File: config.mk
export PLATFORM = sky130hd
export DESIGN_NAME = ac_sequencer
export DESIGN_NICKNAME = d
export VERILOG_FILES = /design/src/rtl/ac_sequencer.sv
export SDC_FILE = /design/constraint.sdc
export NUM_CORES = 1
export LEC_CHECK = 0
export CORE_MARGIN = 4
export CORE_UTILIZATION = 43
export DETAILED_ROUTE_END_ITERATION = 10
export PLACE_DENSITY = 0.86
export SYNTH_ARGS = -nofsm -noshare
export SYNTH_HDL_FRONTEND = slang
export SYNTH_SLANG_ARGS = --single-unit
File: constraint.sdc
create_clock -name clk -period 1.8 [get_ports clk]
set_input_delay 0.54 -clock clk [delete_from_list [all_inputs] [get_ports clk]]
set_output_delay 0.54 -clock clk [all_outputs]
set_load 0.05 [all_outputs]
File: src/rtl/ac_sequencer.sv
// ac_sequencer: codec bring-up and run-time control.
// On start, writes CFG_NUM table words to the codec over an I2C master.
// Each word gets up to MAX_RETRY attempts. After the last word the block
// waits SETTLE_CYCLES, then enables the audio serial interface and serves
// run-time volume writes. All outputs come straight from flops.
module ac_sequencer #(
    parameter int         CFG_NUM       = 10,
    parameter logic [6:0] DEV_ADDR      = 7'h1A,
    parameter int         SETTLE_CYCLES = 1024,
    parameter int         MAX_RETRY     = 3
) (
    input  logic                       clk,
    input  logic                       reset,
    input  logic                       start,
    output logic [$clog2(CFG_NUM)-1:0] cfgIdx,
    input  logic [15:0]                cfgWord,
    output logic                       i2cReq,
    output logic [6:0]                 i2cAddr,
    output logic [15:0]                i2cData,
    input  logic                       i2cDone,
    input  logic                       i2cErr,
    output logic                       cmdModEn,
    input  logic                       volReq,
    input  logic [15:0]                volWord,
    output logic                       volAck,
    output logic                       busy,
    output logic                       error
);

    localparam int IDX_W    = $clog2(CFG_NUM);
    localparam int RETRY_W  = $clog2(MAX_RETRY + 1);
    localparam int SETTLE_W = $clog2(SETTLE_CYCLES + 1);

    localparam logic [IDX_W-1:0]    LAST_IDX    = IDX_W'(CFG_NUM - 1);
    localparam logic [RETRY_W-1:0]  LAST_RETRY  = RETRY_W'(MAX_RETRY - 1);
    localparam logic [SETTLE_W-1:0] LAST_SETTLE = SETTLE_W'(SETTLE_CYCLES - 1);

    typedef enum logic [2:0] {
        IDLE,
        FETCH,
        WAIT,
        SETTLE,
        RUN,
        VOL,
        ERR
    } seqState_e;

    seqState_e            state, stateNext;
    logic [IDX_W-1:0]     idxNext;
    logic [RETRY_W-1:0]   retryCnt, retryNext;
    logic [SETTLE_W-1:0]  settleCnt, settleNext;
    logic                 startPend, pendNext;
    logic                 reqNext, modEnNext, volAckNext, busyNext, errorNext;
    logic [15:0]          dataNext;

    assign i2cAddr = DEV_ADDR;

    // Next-state and next-output logic for the whole sequencer.
    always_comb begin
        // NOTE: every signal gets a default first so no path leaves one unassigned (no latches).
        stateNext  = state;
        idxNext    = cfgIdx;
        retryNext  = retryCnt;
        settleNext = settleCnt;
        pendNext   = startPend;
        reqNext    = i2cReq;
        dataNext   = i2cData;
        modEnNext  = cmdModEn;
        volAckNext = 1'b0;
        errorNext  = error;

        unique case (state)
            IDLE, ERR: begin
                if (start) begin
                    stateNext = FETCH;
                    idxNext   = '0;
                    retryNext = '0;
                    errorNext = 1'b0;
                end
            end

            FETCH: begin
                dataNext  = cfgWord;
                reqNext   = 1'b1;
                stateNext = WAIT;
            end

            WAIT: begin
                // A cycle with both done and err asserted counts as a failure.
                if (i2cErr) begin
                    reqNext   = 1'b0;
                    retryNext = retryCnt + RETRY_W'(1);
                    if (retryCnt == LAST_RETRY) begin
                        stateNext = ERR;
                        errorNext = 1'b1;
                        modEnNext = 1'b0;
                    end else begin
                        stateNext = FETCH;
                    end
                end else if (i2cDone) begin
                    reqNext = 1'b0;
                    if (cfgIdx == LAST_IDX) begin
                        stateNext  = SETTLE;
                        settleNext = '0;
                    end else begin
                        stateNext = FETCH;
                        idxNext   = cfgIdx + IDX_W'(1);
                        retryNext = '0;
                    end
                end
            end

            SETTLE: begin
                if (settleCnt == LAST_SETTLE) begin
                    stateNext = RUN;
                    modEnNext = 1'b1;
                end else begin
                    settleNext = settleCnt + SETTLE_W'(1);
                end
            end

            RUN: begin
                // Reconfiguration has priority over a simultaneous volume request.
                if (start) begin
                    stateNext = FETCH;
                    idxNext   = '0;
                    retryNext = '0;
                    errorNext = 1'b0;
                    modEnNext = 1'b0;
                end else if (volReq) begin
                    dataNext  = volWord;
                    reqNext   = 1'b1;
                    stateNext = VOL;
                end
            end

            VOL: begin
                // A start here disables the audio interface at once but waits
                // for the in-flight volume write before reconfiguring.
                if (start) begin
                    pendNext  = 1'b1;
                    modEnNext = 1'b0;
                end
                if (i2cDone || i2cErr) begin
                    reqNext    = 1'b0;
                    volAckNext = 1'b1;
                    if (i2cErr) begin
                        errorNext = 1'b1;
                    end
                    if (start || startPend) begin
                        stateNext = FETCH;
                        pendNext  = 1'b0;
                        idxNext   = '0;
                        retryNext = '0;
                        errorNext = 1'b0;
                        modEnNext = 1'b0;
                    end else begin
                        stateNext = RUN;
                    end
                end
            end

            default: begin
                stateNext = IDLE;
            end
        endcase

        busyNext = !(stateNext inside {IDLE, RUN, ERR});
    end

    // State, counters and registered outputs; reset clears everything at once.
    always_ff @(posedge clk or posedge reset) begin
        if (reset) begin
            state     <= IDLE;
            cfgIdx    <= '0;
            retryCnt  <= '0;
            settleCnt <= '0;
            startPend <= 1'b0;
            i2cReq    <= 1'b0;
            i2cData   <= '0;
            cmdModEn  <= 1'b0;
            volAck    <= 1'b0;
            busy      <= 1'b0;
            error     <= 1'b0;
        end else begin
            // NOTE: non-blocking assignments so every flop samples pre-edge values.
            state     <= stateNext;
            cfgIdx    <= idxNext;
            retryCnt  <= retryNext;
            settleCnt <= settleNext;
            startPend <= pendNext;
            i2cReq    <= reqNext;
            i2cData   <= dataNext;
            cmdModEn  <= modEnNext;
            volAck    <= volAckNext;
            busy      <= busyNext;
            error     <= errorNext;
        end
    end

endmodule

==> results of run 1 <==
placed cells by master (no fill, tap or decap), types with 2 or more instances in the layout:
cell,netlist,final
a21oi_1,25,25
a31oi_1,4,4
and3_1,2,2
buf_12,0,9
buf_4,9,44
bufinv_16,0,2
clkbuf_8,0,6
clkdlybuf4s50_1,0,34
conb_1,2,7
dfrtp_1,42,39
dfrtp_2,0,3
dlygate4sd2_1,0,2
ha_1,5,4
inv_1,8,7
mux2_2,3,3
mux2i_1,19,19
nand2_1,18,18
nand2b_1,7,7
nand3_1,7,7
nand3b_1,2,2
nor2_1,34,34
nor2_4,1,2
nor2b_1,3,3
nor3_1,11,11
nor4_1,3,3
o21ai_0,8,8
o21ai_1,2,2
o22ai_1,2,2
or2_2,2,2
or3_1,3,2
xnor2_1,7,7
critical path, stage by stage (launching register included):
cell and delay, ns:
dfrtp_2 0.41, ha_2 0.19, and3b_1 0.22, or3_4 0.35
a2bb2oi_4 0.21, mux2i_1 0.21, nand2_1 0.07
metal layers:
metal  GRT usage, %  up-vias  part of all wire [%]
li1               -     1033                     -
met1           21.2     1018                    43
met2           31.6       54                    52
met3           3.95        4                   3.9
met4           6.98        0                   1.1
met5              0        -                     0
worst paths after layout:
check | startpoint | end | slack, ns | cells after the start
worst max register to register | cfgIdx[0]$_DFFE_PP0P_ | cfgIdx[3]$_DFFE_PP0P_ | 0.04 | 6
worst min register to register | settleCnt[9]$_DFFE_PP0P_ | settleCnt[10]$_DFFE_PP0P_ | 0.49 | 1
min in group asynchronous | reset | settleCnt[8]$_DFFE_PP0P_ | 0.59 | 3
max in group asynchronous | reset | cfgIdx[0]$_DFFE_PP0P_ | 0.97 | 3
worst min-delay path | settleCnt[9]$_DFFE_PP0P_ | settleCnt[10]$_DFFE_PP0P_ | 0.49 | 1
worst max-delay path | cfgIdx[0]$_DFFE_PP0P_ | cfgIdx[3]$_DFFE_PP0P_ | 0.04 | 6
through the flow:
stage          utilization, %  area [um^2]  hold WS (ns)
6_report                 65.7         3420         0.494
5_1_grt                  65.7         3420         0.512
4_1_cts                  65.5         3410         0.494
3_5_place_dp             62.5         3250         0.483
3_3_place_gp             62.5         3250         0.467
2_1_floorplan               -         2400         0.454
registers in the layout, summed over array words and instances, names as in the netlist:
register	cells
busy	1
cfgIdx	4
cmdModEn	1
error	1
i2cData	16
i2cReq	1
retryCnt	2
settleCnt	11
startPend	1
state	3
volAck	1
timing repair:
| item | in CTS | in global routing |
|---|---|---|
| hold endpoints to repair | 0 | 0 |
| hold buffers | 0 | 0 |
| pin swaps | 1 | 2 |
| buffers inserted | 1 | 0 |
| endpoints found under the setup margin | 6 | 11 |
| resized for setup | 3 | 3 |
where the power goes:
group | leakage, nW | internal, mW | total [mW] | switching [mW]
clock | 0.0714 | 0.592 | 0.917 | 0.326
combinational | 0.897 | 1.24 | 3.16 | 1.92
sequential | 0.489 | 1.35 | 1.70 | 0.344
total | 1.46 | 3.18 | 5.77 | 2.59
final cells by class:
cell class                 instances  area (um^2)
clock inverter                     2         60.1
fill                             420         1790
sequential                        42         1050
multi-input combinational        192         1220
timing repair buffer              90          881
tap                               70         87.6
clock buffer                       6         82.6
inverter                           8         30.0
cell families (layout without fill, tap and decap cells):
family | after synthesis | in the layout | synth area share (%)
AO/OA/AOI/OAI | 47 | 47 | 11.4
multiplexers | 22 | 22 | 9.50
XOR/XNOR | 7 | 7 | 2.60
buffers and inverters | 25 | 106 | 5.94
adder cells (fa/ha/maj) | 5 | 5 | 2.65
flip-flops | 42 | 42 | 44.6
other | 2 | 7 | 0.319
AND/OR/NAND/NOR | 104 | 104 | 23.0
==> impl_metrics.tcl, run 1 <==
set metrics [dict create \
    synth_flop_cell "dfrtp_1" \
    p_leak_nw 1.46 \
    dp_slack_ns -0.349 \
    nets 382 \
    ys_seq_area_share_pct 44.6 \
    final_hold_viol_count 0 \
    grt_usage_pct 18.0 \
    gp_routability_congestion 0.906 \
    drc 0 \
    vdd_drop_max_uv 1060 \
    drive_gt1_share_pct 24.4 \
    status "finished clean" \
    io_buffer_count 62 \
    synth_most_common_cell "dfrtp_1" \
    worstSetupStartpointType "flop" \
    ioPinCount 70 \
    end_kind "flop" \
    p_per_area_mw_per_mm2 1690 \
    period_share_pct 97.7 \
    worst-setup-path-type "flop to flop" \
    cts_tree "yes" \
    grt_pass1_vias 2049 \
    p_total_mw 5.77 \
    fin_crit_ns 1.76 \
    die_w_um 82.0 \
    cts_buffers 5 \
    fmax_mhz 568 \
    cts.reportedPaths.clkPinSlew_ns 0.08 \
    ys_top_cells_by_count "42 x dfrtp_1, 34 x nor2_1, 25 x a21oi_1" \
    routedWlPerCell_um 14.2 \
    htree_levels 2 \
    cp.arrival_ns 1.94 \
    fin_skew_ns 0.00394 \
    die-area_mm2 0.00673 \
    placement_rows 26 \
    syn_area_mm2 0.00236 \
    grt_max_degree 43 \
    clockBufferDepth 2 \
    rsz0062_at_grt "true" \
    async_flop_share_pct 100 \
    yosysTopAreaCell "dfrtp_1" \
    worstHoldPathType "flop to flop" \
    required_ns 1.98 \
    synth_area_per_cell_um2 9.28 \
    finalSetupViolations 0 \
    dp.cells 401 \
    synth_edf_count 0 \
    maxCapViolCount 0 \
    vias 2109 \
    grt_overflow 0 \
    syn2layout_area_growth_pct 45.0 \
    synthCells 254 \
    synth_seq_cells 42 \
    instances_no_fill 410 \
    dp_hpwl_mm 4.42 \
    tns_ns 0 \
    antenna_cells 0 \
    clk_latency_ns 0.29 \
    yosys_warnings 0 \
    antenna_found_initial 0 \
    cts_root_buf "clkbuf_8" \
    synthDominantCellAreaShare_pct 44.6 \
    drt_iter0_drc 65 \
    slew_viol_final 0 \
    grt_first_pass_wirelength_mm 9.16 \
    routed_wl_mm 5.81 \
    core_mm2 0.00520 \
    first_pass_iters 4 \
    die_h_um 82.0 \
    netlist_top_cells_area "dfrtp_1 45%, mux2i_1 8.1%, nor2_1 5.4%, a21oi_1 5.3%, buf_4 2.9%" \
    cp_max_fo 5 \
    viasPerCell 5.14 \
    clock-sinks 42 \
    drtAntennaViolNets 0 \
    netlist-cell-type-count 44 \
    setup_slack_ns 0.0405 \
    start_util_pct 45.3 \
]
Power figures use the tool's default switching activity.
==> run 2: changes to the inputs <==
ABC_CLOCK_PERIOD_IN_PS = 1800   (was unset)
CORE_ASPECT_RATIO = 1.4   (was unset)
==> impl_metrics.tcl, run 2 (same netlist as run 1, synthesis figures left out) <==
set metrics [dict create \
    required_ns 1.99 \
    nFillCells 433 \
    first_pass_iters 4 \
    end_kind "flop" \
    p_leak_nw 1.42 \
    slew_viol_final 0 \
    vias 2110 \
    p_per_area_mw_per_mm2 1630 \
    cpPeakStageDelay_ns 0.41 \
    clk_latency_ns 0.30 \
    grt_pass1_vias 2095 \
    fin_skew_ns 0.00441 \
    slowest_stage "dfrtp_2" \
    routed_wl_mm 5.85 \
    final_cell_mix "43 x buf_4, 39 x dfrtp_1, 35 x clkdlybuf4s50_1" \
    grt_first_pass_wirelength_mm 9.54 \
    cp-startpoint "cfgIdx[0]$_DFFE_PP0P_" \
    whs_ns 0.486 \
    io_buffer_count 62 \
    placement_rows 31 \
    p_total_mw 5.45 \
    routedWlPerCell_um 14.5 \
    cts_hold_buf 0 \
    drc 0 \
    cts_buffers 5 \
    cp_max_fo 5 \
    cts_tree "yes" \
    largest_reg_flops 16 \
    rsz0062_at_grt "true" \
    worst-setup-path-type "flop to flop" \
    htree_levels 2 \
    fmax_mhz 577 \
    antenna_cells 0 \
    period_share_pct 96.2 \
    clockBufferDepth 2 \
    maxCapViolCount 0 \
    drtAntennaViolNets 0 \
    vdd_drop_max_uv 1040 \
    viasPerCell 5.22 \
    final_util_pct 63.9 \
    setup_slack_ns 0.0681 \
    drt_iter0_drc 113 \
    worstSetupStartpointType "flop" \
    cts.reportedPaths.clkPinSlew_ns 0.07 \
    largest_register "i2cData" \
    final_hold_viol_count 0 \
    cp.arrival_ns 1.92 \
    die_h_um 95.6 \
    nets 380 \
    reg2reg_depth 6 \
    finalSetupViolations 0 \
    instances_no_fill 404 \
    seq_area_mm2 0.00105 \
    syn2layout_area_growth_pct 42.0 \
    path_cells "ha_2, and3b_2, or3_4, a2bb2oi_4, mux2i_1, nand2_1" \
    reg_top3 "i2cData: 16 flops, settleCnt: 11 flops, cfgIdx: 4 flops" \
    ioPinCount 70 \
    drive_gt1_share_pct 24.9 \
    die_w_um 70.6 \
    gp_routability_congestion 0.840 \
    multi_input_area_mm2 0.00124 \
    tns_ns 0 \
    status "finished clean" \
    final_common_cell "buf_4" \
    grt_usage_pct 17.7 \
    cts_root_buf "clkbuf_8" \
    die-area_mm2 0.00675 \
    r2r-start "cfgIdx[0]$_DFFE_PP0P_" \
    placed_area_mm2 0.00321 \
    start_util_pct 45.0 \
    antenna_found_initial 0 \
    dp_hpwl_mm 4.54 \
    dp_slack_ns -0.333 \
    fin_area_mm2 0.00335 \
    hold_path_depth 1 \
    clock-sinks 42 \
    core_mm2 0.00524 \
    worstHoldPathType "flop to flop" \
    grt_overflow 0 \
    dp.cells 395 \
    fin_crit_ns 1.73 \
    min_from "settleCnt[9]$_DFFE_PP0P_" \
    grt_max_degree 43 \
]
==> run 2: cell types whose count changed in the layout (fill, tap and decap cells not counted), moves of 2 or more <==
cell,before,now
buf_12,9,7
bufinv_16,2,0
nor4_1,3,1
nor4_2,0,2
==> run 2: layer usage <==
metal	vias up	wire length (um)	global-route usage [%]
li1	1026	-	-
met1	1012	2230	20.6
met2	62	3150	32.0
met3	10	391	4.64
met4	0	82	5.17
met5	-	0	0
==> run 2: power breakdown <==
group / total, mW / internal (mW) / switching, mW / leakage, nW
combinational: 3.12 / 1.21 / 1.91 / 0.879
sequential: 1.71 / 1.35 / 0.353 / 0.489
clock: 0.626 / 0.309 / 0.317 / 0.0482
==> run 2: final timing paths <==
path / endpoint / slack (ns)
max in group asynchronous: state[1]$_DFF_PP0_ / 0.98
min in group asynchronous: settleCnt[4]$_DFFE_PP0P_ / 0.60
worst min-delay path: settleCnt[10]$_DFFE_PP0P_ / 0.49
worst min register to register: settleCnt[10]$_DFFE_PP0P_ / 0.49
worst max register to register: cfgIdx[3]$_DFFE_PP0P_ / 0.07
worst max-delay path: cfgIdx[3]$_DFFE_PP0P_ / 0.07
==> run 2: timing repair <==
action,in CTS,in global routing
endpoints found under the setup margin,2,8
resized for setup,4,7
buffers inserted,0,1
pin swaps,1,4
==> run 2: cell type report <==
| type | instances | share of cell area [%] |
|---|---|---|
| repair buffers | 88 | 25.3 |
| multi-input cells | 192 | 37.1 |
| well taps | 66 | 2.47 |
| clock inverters | 1 | 0.150 |
| inverters | 8 | 0.897 |
| clock buffers | 7 | 2.58 |
| flip-flops and latches | 42 | 31.5 |
==> run 2: critical path, delay by kind of cell, from the launching register on <==
family          cells  cell delay, ns
mux                 1            0.20
flops               1            0.41
fa+ha+maj           1            0.18
simple gates        3            0.63
compound gates      1            0.20
==> edit 1: new RTL, config.mk and constraints of run 2 <==
`CFG_NUM`: 10 -> 12.
--- a/src/rtl/ac_sequencer.sv
+++ b/src/rtl/ac_sequencer.sv
@@ -6,3 +6,3 @@
 module ac_sequencer #(
-    parameter int         CFG_NUM       = 10,
+    parameter int         CFG_NUM       = 12,
     parameter logic [6:0] DEV_ADDR      = 7'h1A,
Function: no difference found for any inputs over 10 cycles, from zero or initial values and one cycle with reset high; that may be too few to reach the edited logic, so the function may still have changed.
==> edit 1 against run 2 <==
  * Critical path type unchanged
  * Synthesized area is 3.6% higher
  * Die area is 3.2% higher
  * Utilization is 2.1 points lower
  * Largest power group unchanged
  * Critical endpoint unchanged
  * Sequential share of layout area is 0.58 points lower
  * Wire length is 1.6% lower
  * Cell area is 2.1% higher
  * Sequential cell count stayed put
  * Power is 3.4% higher
  * Worst setup slack better by 0.022 ns
==> edit 1: results (changes against run 2) <==
grt_first_pass_wirelength_um: 9410  # was 9540 um
use_met3_pct: 3.93  # was 4.64%
power.leakage_nw: 1.43  # was 1.42 nW
multi_input_cells: 191  # was 192
dpl_cell_area_sq_um: 3300  # was 3210 sq um
swShare_pct: 47.2  # was 47.3%
seq_cell_count: 42  # unchanged
synthDistinctLibCells: 55  # was 44
cts_resized: 3  # was 4
r2r_slack_ns: 0.09  # was 0.07 ns
holdPathEnd: "retryCnt[1]$_DFFE_PP0P_"  # was settleCnt[10]$_DFFE_PP0P_
skew_ns: 0.0126  # was 0.00441 ns
ys_seq_area_share_pct: 43.0  # was 44.6%
num-nonclk-inverters: 9  # was 8
num_vias: 2131  # was 2110
status: "finished clean"  # unchanged
ys_top_cells_by_area: "dfrtp_1, mux2i_1, nor2_1"  # unchanged
routed_wl_um: 5750  # was 5850 um
sequentialPowerShare_pct: 31.4  # was 31.3%
nClkBuffers: 6  # was 7
fillCellCount: 451  # was 433
seqAreaFraction_pct: 30.9  # was 31.5%
finalPower_mw: 5.64  # was 5.45 mW
drtIter0Drc: 117  # was 113
hold_start: "retryCnt[1]$_DFFE_PP0P_"  # was settleCnt[9]$_DFFE_PP0P_
critPathMaxFanout: 12  # was 5
area_growth_syn_to_layout_pct: 40.0  # was 42.0%
place.detailed.instances: 399  # was 395
pre_cts_ws_ns: -0.356  # was -0.333 ns
fin_hold_ws_ns: 0.492  # was 0.486 ns
==> edit 1: cell types whose count changed after synthesis, sizes merged, moves of 5 or more <==
cell | before | now
buf | 14 | 19
nand4 | 0 | 5
xnor2 | 7 | 1
xor2 | 0 | 6
==> edit 1: logic make-up (layout without fill, tap and decap cells) <==
| group | Yosys count | after routing | share of synthesized area [%] |
|---|---|---|---|
| buf+inv | 28 | 106 | 7.58 |
| mux | 20 | 20 | 8.45 |
| fa+ha+maj | 4 | 4 | 2.05 |
| compound gates | 56 | 56 | 15.1 |
| flops | 42 | 42 | 43.0 |
| other cells | 2 | 7 | 0.307 |
| xor+xnor | 7 | 7 | 2.51 |
| simple gates | 97 | 97 | 21.0 |
==> edit 1: critical path: stages (launching register included) <==
cell	delay, ns
dfrtp_2	0.46
buf_12	0.16
nand2b_4	0.17
nor3_2	0.24
o21ai_2	0.10
or4_1	0.42
o211ai_2	0.09
==> edit 2: new RTL, config.mk and constraints of run 2 <==
Without the edit above. Reset style: synchronous (`reset`), changed in one clocked block.
--- a/src/rtl/ac_sequencer.sv
+++ b/src/rtl/ac_sequencer.sv
@@ -171,3 +171,3 @@
     // State, counters and registered outputs; reset clears everything at once.
-    always_ff @(posedge clk or posedge reset) begin
+    always_ff @(posedge clk) begin
         if (reset) begin
Behaviour: differs if reset is asserted again (counterexample within 4 cycles, from zero or initial values and one cycle with reset high); with reset held inactive, the same outputs for 10 cycles.
==> edit 2 against run 2 <==
  * The run now ends with setup timing left
  * Via count is 18% higher
  * Critical path depth unchanged
  * Sequential share of layout area down 7.9 points
  * Synthesized area grew 2.1%
  * Utilization rose by 2.0 points
  * First-iteration DRC count shrank 46%
  * Wire length up 18%
  * Worst setup slack lost 0.069 ns
  * Cell area is 8.0% higher
  * Sequential cell count is the same
  * Critical endpoint is now settleCnt[7]$_SDFFE_PP0P_
  * Maximum frequency is 3.8% lower
Power is not compared: it rests on default switching activity, and its combinational part moved more than twofold at a synthesized area within 25%.
==> edit 2: results (changes against run 2) <==
status: "complete, but fails checks"  # was finished clean
violations: "setup timing"
track_usage_pct: 20.5  # was 17.7%
post_cts_buffers: 2  # was 0
dpl_cell_area_sq_um: 3340  # was 3210 sq um
synthTopCellsByCount: "dfxtp_1, nor2_1, a21oi_1"  # was dfrtp_1, nor2_1, a21oi_1
synthFlopType: "dfxtp_1"  # was dfrtp_1
ys_seq_area_share_pct: 34.9  # was 44.6%
worst_ep_arrival_time_ns: 2.04  # was 1.92 ns
setup_viol: 1  # was 0
cts_resized: 14  # was 4
synthDistinctLibCells: 64  # was 44
ys_top_cells_by_area: "dfxtp_1, mux2i_1, nor2_1"  # was dfrtp_1, mux2i_1, nor2_1
grt_max_degree: 17  # was 43
crit_path_top_delay_cell: "or4_4"  # was dfrtp_2
drive_gt1_share_pct: 32.2  # was 24.9%
slowest_delay_ns: 0.44  # was 0.41 ns
final_cell_count_no_fill: 444  # was 404
gp_congestion: 1.03  # was 0.840
netlist_instances: 277  # was 254
fin_ws_ns: -0.000834  # was 0.0681 ns
grt_first_pass_wirelength_um: 11400  # was 9540 um
hpwl_um: 5170  # was 4540 um
root_buffer: "clkbuf_8"  # unchanged
critPathMaxFanout: 6  # was 5
place.detailed.instances: 432  # was 395
drtIter0Drc: 61  # was 113
nets: 418  # was 380
clk_latency_ns: 0.29
skew_ns: 0.0109  # was 0.00441 ns
peakVddDrop_mv: 0.531
wl_per_cell_um: 15.5  # was 14.5 um
num_vias: 2480  # was 2110
async_flop_share_pct: 0  # was 100%
## edit 2: cell count changes after synthesis, moves of 4 or more
cell / run 2 / this run
a211oi_1: 0 / 17
a21oi_1: 25 / 20
dfrtp_1: 42 / 0
dfxtp_1: 0 / 42
nand2_1: 18 / 11
nand4_1: 0 / 4
nor3_1: 11 / 5
xnor2_1: 7 / 0
xor2_1: 0 / 5
## edit 2: path summary, 6_finish.rpt
path                            slack (ns)                       start                         end  cells past startpoint
worst max-delay path               -0.0008      cfgIdx[0]$_SDFFE_PP0P_   settleCnt[7]$_SDFFE_PP0P_                      6
worst min-delay path                  0.48  settleCnt[10]$_SDFFE_PP0P_  settleCnt[10]$_SDFFE_PP0P_                      2
worst max register to register     -0.0008      cfgIdx[0]$_SDFFE_PP0P_   settleCnt[7]$_SDFFE_PP0P_                      6
worst min register to register        0.48  settleCnt[10]$_SDFFE_PP0P_  settleCnt[10]$_SDFFE_PP0P_                      2
## edit 2: cells by family (layout without fill, tap and decap cells)
| group | after synthesis | count (layout) | share of synthesized area, % |
|---|---|---|---|
| AOI/OAI and AO/OA | 82 | 82 | 25.1 |
| xor gates and xnor gates | 5 | 5 | 1.82 |
| adders and majority gates | 5 | 5 | 2.60 |
| buffers and inverters | 33 | 127 | 7.59 |
| DFF | 42 | 42 | 34.9 |
| muxes | 16 | 16 | 6.66 |
| other | 2 | 7 | 0.312 |
| and+or+nand+nor | 92 | 92 | 21.0 |
## edit 2: critical path, delay by kind of cell (launching register included)
family                   cells  cell delay (ns)
AND/OR/NAND/NOR              3             0.91
adder cells (fa/ha/maj)      1             0.16
AO/OA/AOI/OAI                2             0.26
flip-flops                   1             0.40
## edit 2: cell type report
cell class / count / area (sq um)
fill: 407 / 1870
multi-input combinational: 207 / 1480
timing repair buffer: 109 / 1040
sequential: 42 / 855
clock buffer: 7 / 86.3
tap: 68 / 85.1
inverter: 10 / 37.5
clock inverter: 1 / 30.0
## edit 2: power groups by stage
stage               combinational (mW)  sequential (mW)  clock (mW)
floorplan                        0.354             1.29           0
global placement                 0.909             1.07           0
detailed placement               0.933             1.08           0
CTS                               1.01             1.05       0.790
global route                      1.09             1.07       0.831
finish                            1.02             1.06       0.779
## edit 2: routing by layer
layer  routed length [um]  track usage [%]
met3                  404             4.55
met4                  201             8.78
met1                 2530             20.4
met2                 3750             40.0
met5                    0                0
## edit 2: stage by stage
stage | setup slack [ns] | util (%) | setup TNS, ns
final | -0.000834 | 65.9 | -0.000834
after global routing | -0.0789 | 65.9 | -0.233
after CTS | 0.0349 | 65.1 | 0
after detailed placement | -0.430 | 61.0 | -11.69
after global placement | -0.354 | 61.0 | -9.10
after floorplan | 0.00940 | - | 0
